<file path="config.mk">
export PLATFORM = sky130hd
export DESIGN_NAME = rr_index_arbiter
export DESIGN_NICKNAME = d
export VERILOG_FILES = /design/src/rtl/rr_index_arbiter_pkg.sv /design/src/rtl/rr_index_arbiter_pick.sv /design/src/rtl/rr_index_arbiter.sv
export SDC_FILE = /design/constraint.sdc
export NUM_CORES = 1
export LEC_CHECK = 0
export CELL_PAD_IN_SITES_DETAIL_PLACEMENT = 2
export CELL_PAD_IN_SITES_GLOBAL_PLACEMENT = 2
export CORE_ASPECT_RATIO = 1.4
export CORE_MARGIN = 2
export CORE_UTILIZATION = 34
export CTS_CLUSTER_DIAMETER = 200
export DETAILED_ROUTE_END_ITERATION = 8
export GPL_TIMING_DRIVEN = 0
export HOLD_SLACK_MARGIN = 0.02
export PLACE_DENSITY = 0.8
export SYNTH_ARGS = -nofsm -noshare
export SYNTH_HDL_FRONTEND = slang
export SYNTH_SLANG_ARGS = --single-unit
</file>
<file path="constraint.sdc">
create_clock -name clk -period 1.9 [get_ports clk]
set_input_delay 0.38 -clock clk [delete_from_list [all_inputs] [get_ports clk]]
set_output_delay 0.38 -clock clk [all_outputs]
set_load 0.005 [all_outputs]
</file>
<file path="src/rtl/rr_index_arbiter_pkg.sv">
// Shared constants and state encoding for the four-requester round-robin arbiter.
// The downstream 2-to-4 decoder uses the same IDX_W.
package rr_index_arbiter_pkg;

    localparam int NUM_REQ = 4;
    localparam int IDX_W   = 2;

    typedef enum logic {
        ST_IDLE  = 1'b0,
        ST_GRANT = 1'b1
    } state_e;

endpackage

</file>
<file path="src/rtl/rr_index_arbiter_pick.sv">
// Combinational round-robin pick.
// The request vector is rotated right by ptr, a fixed-priority pick is taken
// (lowest bit wins), and ptr is added back modulo 4.
module rr_pick
    import rr_index_arbiter_pkg::*;
(
    input  logic [NUM_REQ-1:0] req,
    input  logic [IDX_W-1:0]   ptr,
    output logic [IDX_W-1:0]   winner,
    output logic               any
);

    logic [NUM_REQ-1:0] rot;
    logic [IDX_W-1:0]   pick;

    // Rotate, fixed-priority pick, then rotate the chosen index back.
    always_comb begin
        // NOTE: every output of a combinational block gets a default first so no latch is inferred.
        rot  = '0;
        pick = '0;
        for (int i = 0; i < NUM_REQ; i++) begin
            rot[i] = req[IDX_W'(i) + ptr];
        end
        for (int i = NUM_REQ - 1; i >= 0; i--) begin
            if (rot[i]) pick = IDX_W'(i);
        end
        any    = |rot;
        winner = pick + ptr;
    end

endmodule

</file>
<file path="src/rtl/rr_index_arbiter.sv">
// Four-requester round-robin arbiter with registered binary grant index.
// A grant is held until done, loss of the owner's request, or the hold limit.
// Every release is followed by at least one IDLE cycle.
module rr_index_arbiter
    import rr_index_arbiter_pkg::*;
#(
    parameter int HOLD_MAX = 16,
    parameter int CNT_W    = 8
) (
    input  logic               clk,
    input  logic               rst_n,
    input  logic [NUM_REQ-1:0] req,
    input  logic               done,
    output logic               grant_valid,
    output logic [IDX_W-1:0]   grant_index,
    output logic               timeout
);

    localparam bit               TO_EN     = (HOLD_MAX != 0);
    localparam logic [CNT_W-1:0] HOLD_LAST = CNT_W'((HOLD_MAX == 0) ? 0 : HOLD_MAX - 1);

    state_e           state_q, state_d;
    logic [IDX_W-1:0] ptr_q, ptr_d;
    logic [CNT_W-1:0] hold_cnt_q, hold_cnt_d;
    logic             grant_valid_q, grant_valid_d;
    logic [IDX_W-1:0] grant_index_q, grant_index_d;
    logic             timeout_q, timeout_d;

    logic [IDX_W-1:0] winner;
    logic             any;
    logic             rel_done, rel_drop, rel_to;

    rr_pick u_pick (
        .req    (req),
        .ptr    (ptr_q),
        .winner (winner),
        .any    (any)
    );

    // Release causes, only meaningful while in GRANT.
    always_comb begin
        rel_done = done;
        rel_drop = ~req[grant_index_q];
        rel_to   = TO_EN && (hold_cnt_q == HOLD_LAST);
    end

    // Next-state logic: arbitration in IDLE, hold/release in GRANT.
    always_comb begin
        state_d       = state_q;
        ptr_d         = ptr_q;
        hold_cnt_d    = hold_cnt_q;
        grant_valid_d = grant_valid_q;
        grant_index_d = grant_index_q;
        timeout_d     = 1'b0;
        case (state_q)
            ST_IDLE: begin
                if (any) begin
                    state_d       = ST_GRANT;
                    grant_index_d = winner;
                    grant_valid_d = 1'b1;
                    hold_cnt_d    = '0;
                end
            end
            ST_GRANT: begin
                if (rel_done || rel_drop || rel_to) begin
                    state_d       = ST_IDLE;
                    grant_valid_d = 1'b0;
                    ptr_d         = grant_index_q + IDX_W'(1);
                    hold_cnt_d    = '0;
                    // Forced release is flagged only when nothing else caused it.
                    timeout_d     = rel_to && !rel_done && !rel_drop;
                end else if (hold_cnt_q != '1) begin
                    hold_cnt_d = hold_cnt_q + CNT_W'(1);
                end
            end
            default: state_d = ST_IDLE;
        endcase
    end

    // State and output registers; reset clears any grant immediately.
    always_ff @(posedge clk or negedge rst_n) begin
        if (!rst_n) begin
            state_q       <= ST_IDLE;
            ptr_q         <= '0;
            hold_cnt_q    <= '0;
            grant_valid_q <= 1'b0;
            grant_index_q <= '0;
            timeout_q     <= 1'b0;
        end else begin
            // NOTE: sequential state uses non-blocking assignments so all registers update together.
            state_q       <= state_d;
            ptr_q         <= ptr_d;
            hold_cnt_q    <= hold_cnt_d;
            grant_valid_q <= grant_valid_d;
            grant_index_q <= grant_index_d;
            timeout_q     <= timeout_d;
        end
    end

    assign grant_valid = grant_valid_q;
    assign grant_index = grant_index_q;
    assign timeout     = timeout_q;

endmodule

</file>
After elaboration in Yosys (flattened, before gate mapping):

Cells that the tools add are included.

* add/subtract/negate cells: 6
* magnitude comparators: 5
* equal/unequal tests: 5
* multiplexer cells: 26
* bitwise gates (word level): 2
* reduce and logical (&&, ||, !) cells: 10

Operators with widths (count)
* two-way mux 8 bit: 3
* one-hot mux 8 bit (2 select lines): 1
* less-than comparator 2 x 3 -> 1 bit, second input constant: 5
* two-way mux 1 bit: 11
* binary-select mux 1 bit (select 2 bit): 5
* adder 8 x 1 -> 8 bit, second input constant: 1
* equality test 8 x 4 -> 1 bit, second input constant: 1
* two-way mux 2 bit: 4
* inequality test 8 bit, second input constant: 1
* AND reduction 2 bit: 4
* adder 2 bit, first input constant: 2
* one-hot mux 1 bit (2 select lines): 2
* OR reduction 4 bit: 1
* inequality test 3 x 1 -> 1 bit, second input constant: 1
* adder 1 x 2 -> 2 bit, first input constant: 1
* adder 2 x 1 -> 2 bit, second input constant: 1
* adder 2 bit: 1
* logical AND 1 bit: 2
* logical OR 1 bit: 2
* inequality test 2 x 1 -> 1 bit, second input constant: 1
* inequality test 2 bit, second input constant: 1
* NOT 1 bit: 2
* logical NOT 1 bit: 1

* flip-flop bits (word level): 15
* input port bits: 7
* output and inout bits: 4
* word-level logic and storage cells: 60

Logic depth before layout (Yosys ltp):

* depth in word-level cells: 8
* gate-level depth with buffers: 10
* gate-level depth less buffers: 9

Hierarchy:

A second synthesis with hierarchy kept.

* cell total of the unflattened synthesis: 103
* area, all modules: 962.2 sq um

Modules (own cells, without submodules)
* rr_index_arbiter: instances 1, cells an instance 78, area an instance 795.8 sq um, sequential area each 375.4 sq um
* rr_pick: instances 1, cells an instance 25, area an instance 166.4 sq um, sequential area each 0.0 sq um

Worst setup path before layout:

Ideal clock, no wire load.

* kind: register -> register
* start: reg ptr_q[1]
* end: reg grant_index_q[1], in the netlist grant_index[1]
* arrival: 1507 ps
* data required time: 1768 ps
* slack: 262 ps
* cell stages (with the launch flop): 11
* path buffers: 1
* clock period less this slack: 1638 ps
* path through: dfrtp_1 buf_2 nand2_1 a21oi_1 nor2_1 a211oi_1 a21oi_1 ha_1 xor2_1 xnor2_1 a21oi_1

* longest elaborated chain between the ends: 8
* elaborated cells between the ends (all ways): 18
* classes of those cells: 4 x add/sub; 12 x mux; 2 x reduce/logical

RTL lines
* start: declaration: line rr_index_arbiter.sv:23 `logic [IDX_W-1:0] ptr_q, ptr_d;`
* start signal: assignment: line rr_index_arbiter.sv:92 `ptr_q <= ptr_d;`
* adder 2 bit: line rr_index_arbiter_pick.sv:22 `rot[i] = req[IDX_W'(i) + ptr];`
* binary-select mux 1 bit (select 2 bit): line rr_index_arbiter_pick.sv:22
* two-way mux 1 bit (not written as such): line rr_index_arbiter_pick.sv:22
* two-way mux 2 bit (4 in a row): line rr_index_arbiter_pick.sv:25 `if (rot[i]) pick = IDX_W'(i);`
* adder 2 bit: line rr_index_arbiter_pick.sv:28 `winner = pick + ptr;`
* end signal: assignment: line rr_index_arbiter.sv:95 `grant_index_q <= grant_index_d;`
* end: declaration: line rr_index_arbiter.sv:26 `logic [IDX_W-1:0] grant_index_q, grant_index_d;`

Parallel ways exist; a longest one is shown, timed or not. The select of a mux whose other input is x is not followed.
A chain may end at the register's enable or synchronous reset.

Worst setup path after layout:

* start: reg grant_index_q[0], in the netlist grant_index[0]
* end: reg hold_cnt_q[1]

* longest elaborated chain between the ends: 7
* elaborated cells between the ends (all ways): 9
* classes of those cells: 1 x eq/ne; 4 x mux; 1 x bitwise; 3 x reduce/logical

RTL lines
* binary-select mux 1 bit (select 2 bit) (*): line rr_index_arbiter.sv:43 `rel_drop = ~req[grant_index_q];`
* two-way mux 1 bit (not written as such) (*): line rr_index_arbiter.sv:43
* NOT 1 bit (*): line rr_index_arbiter.sv:43
* logical OR 1 bit (*) (2 in a row): line rr_index_arbiter.sv:65 `if (rel_done || rel_drop || rel_to) begin`
* two-way mux 8 bit / inequality test 3 x 1 -> 1 bit (equally long branches)
* one-hot mux 8 bit (2 select lines) / AND reduction 2 bit (equally long branches)
* end signal: assignment: line rr_index_arbiter.sv:93 `hold_cnt_q <= hold_cnt_d;`
* end: declaration: line rr_index_arbiter.sv:24 `logic [CNT_W-1:0] hold_cnt_q, hold_cnt_d;`

Every way passes the cells marked *; elsewhere a longest branch is shown, timed or not. The select of a mux whose other input is x is not followed.

==> impl_metrics.tcl <==
set metrics [dict create \
    status "finished clean" \
    synth_flop_cell "dfrtp_1" \
    place_area_um2 1100 \
    powerDensity_nw_per_um2 1150 \
    yosysUniqueCellTypes 38 \
    synth_edf_count 0 \
    worstMarginPinSlew_ns 0.733 \
    wl_per_cell_um 17.0 \
    power_leakage_nw 0.466 \
    finalInstanceArea_um2 1160 \
    syn_to_final_growth_pct 19.2 \
    drtIter0Drc 14 \
    relSlewSlack 0.510 \
    total_power_mw 1.34 \
    tns_ns 0 \
    synth_nets 113 \
    place_ws_ns -0.503 \
    syn_avg_cell_area_um2 9.38 \
    setup.worst_path.end_class "flip-flop" \
    ctsRootBufferMaster "clkbuf_8" \
    drc 0 \
    firstDrtPassIters 4 \
    power_frac_clock 0.203 \
    grt_pass1_wl_mm 4.48 \
    whs_ns 0.512 \
    min_path_type "reg2reg" \
    cpPeakStageDelay_ns 0.61 \
    p_int_mw 0.836 \
    ioPinCount 11 \
    hold_viol_final 0 \
    seqPwrFrac 0.377 \
    die_y_um 67.4 \
    crit_chain "mux4_1 -> nand3b_1 -> nor2_8 -> nor2_4 -> o21ai_0" \
    cts_tree "done" \
    ys_warn_count 0 \
    vdd_drop_max_uv 543 \
    grt_use_total 0.179 \
    first_global_vias 914 \
    viasPerCell 5.46 \
    numPortBuffers 8 \
    placed_cells 149 \
    clk_latency_ns 0.25 \
    start_util 0.350 \
    final_cells 155 \
    postCtsHoldBufs 0 \
    drive_above_1_share 0.169 \
    cp.required_ns 2.03 \
    antenna_left 0 \
    place.gp.congestion 0.762 \
    n_antenna_cell 0 \
    crit_type "reg2reg" \
    netlist_instances 104 \
    synth-seq-cells 15 \
    regArea_um2 375 \
    vias 847 \
    clk_pin_slew_worst_paths_ns 0.07 \
    antenna_found_initial 0 \
    drv_slew 0 \
    p_switching_mw 0.500 \
    syn_area_um2 976 \
    setup_viol 0 \
    finalCriticalPeriod_ns 1.80 \
    worstPathArrival_ns 1.93 \
    switching_share 0.374 \
    row_count 23 \
    ys_seq_area_frac 0.385 \
    cp_max_fo 7 \
    post-route-util 0.417 \
    cp_slowest_cell "mux4_1" \
    wirelength_mm 2.64 \
    core_um2 2790 \
    final.setup.worst_slack_ns 0.100 \
    dpl.hpwl_mm 1.95 \
    rsz0062_at_grt "no" \
    fill_cells 324 \
    max_clock_freq_mhz 556 \
    clockBufferDepth 2 \
    crit_path_start_kind "flip-flop" \
    grt_max_degree 16 \
    clock_skew_ns 0.00181 \
    grt_overflow_total 0 \
    cts_buffers 3 \
    maxCapViolations 0 \
    die_area_um2 3320 \
    async_flop_share 1.00 \
    ctsHtreeMaxLevel 1 \
    comb_power_share 0.420 \
    multi_input_area_um2 561 \
    numClockSinks 15 \
    nNetsFinal 128 \
    die_w_um 49.3 \
    final.period_utilization 0.947 \
]
layout by cell type (no fill, tap or decap), types with 3 or more instances in the layout:
cell type / count
clkbuf_8: 3
dfrtp_1: 15
buf_6: 3
xor2_1: 3
nand3_1: 4
clkdlybuf4s50_1: 6
inv_1: 3
a21oi_1: 5
xnor2_1: 5
nand4_1: 3
nor3_1: 4
o21ai_0: 3
nand2_1: 9
nor2_1: 13
critical path, delay by kind of cell (launching register included):
kind / cells / cell delay, ns
flip-flops: 1 / 0.44
AND/OR/NAND/NOR: 3 / 0.51
AO/OA/AOI/OAI: 1 / 0.12
multiplexers: 1 / 0.61
registers in the layout (all words and copies together), names as in the netlist:
name,cells
hold_cnt_q,8
timeout,1
state_q,1
ptr_q,2
grant_valid,1
grant_index,2
kinds of logic after synthesis:
kind of cell    synth area share
simple gates               0.295
fa+ha+maj                 0.0256
flops                      0.385
xor+xnor                  0.0718
compound gates             0.141
mux                       0.0385
buf+inv                   0.0436
Yosys cell counts (all sizes together) (2+ instances only):
cell type | n | area share
xnor2 | 5 | 0.045
nor3 | 4 | 0.021
buf | 3 | 0.028
and3b | 2 | 0.019
o21ai | 5 | 0.029
nor2 | 16 | 0.094
o31ai | 2 | 0.015
dfrtp | 15 | 0.38
inv | 4 | 0.015
and2 | 2 | 0.013
nor3b | 2 | 0.015
nand2 | 9 | 0.035
or4 | 2 | 0.019
a31oi | 2 | 0.013
ha | 2 | 0.026
nand2b | 2 | 0.013
xor2 | 3 | 0.027
a211oi | 2 | 0.015
o22ai | 2 | 0.027
nand3 | 4 | 0.021
nand4 | 3 | 0.019
a21oi | 5 | 0.026
power groups by stage:
stage / combinational [mW] / clock (mW) / sequential, mW
floorplan: 0.348 / 0 / 0.481
global placement: 0.503 / 0 / 0.499
CTS: 0.534 / 0.276 / 0.499
finish: 0.561 / 0.271 / 0.504
detailed placement: 0.530 / 0 / 0.505
global route: 0.638 / 0.287 / 0.520
what timing repair did:
action / CTS / global route
gates cloned: 0 / 1
setup buffers: 0 / 1
resized for setup: 2 / 7
pin swaps: 0 / 3
endpoints found under the setup margin: 10 / 2
layer usage:
layer	vias to the layer above	global-route usage	wire, um
li1	397	-	-
met4	0	0.0643	27
met5	-	0	0
met2	10	0.351	1480
met3	3	0.0310	65
met1	437	0.189	1060
final timing paths:
| kind | endpoint | depth (start not counted) | slack (ns) | from |
|---|---|---|---|---|
| setup / recovery | hold_cnt_q[1]$_DFFE_PN0P_ | 5 | 0.10 | grant_index[0]$_DFFE_PN0P_ |
| hold / removal | grant_valid$_DFFE_PN0P_ | 1 | 0.51 | grant_valid$_DFFE_PN0P_ |
| setup reg to reg | hold_cnt_q[1]$_DFFE_PN0P_ | 5 | 0.10 | grant_index[0]$_DFFE_PN0P_ |
| hold reg to reg | grant_valid$_DFFE_PN0P_ | 1 | 0.51 | grant_valid$_DFFE_PN0P_ |
| max in group asynchronous | state_q$_DFF_PN0_ | 1 | 0.88 | rst_n |
| min in group asynchronous | timeout$_DFF_PN0_ | 1 | 0.56 | rst_n |
cell type report:
class / count / area share
multi-input combinational: 82 / 0.482
clock inverter: 1 / 0.00430
timing repair buffer: 10 / 0.0742
buffer: 3 / 0.0290
sequential: 15 / 0.323
tap: 37 / 0.0398
clock buffer: 3 / 0.0355
inverter: 4 / 0.0129
Note: power is estimated with default switching activity, not from simulation.
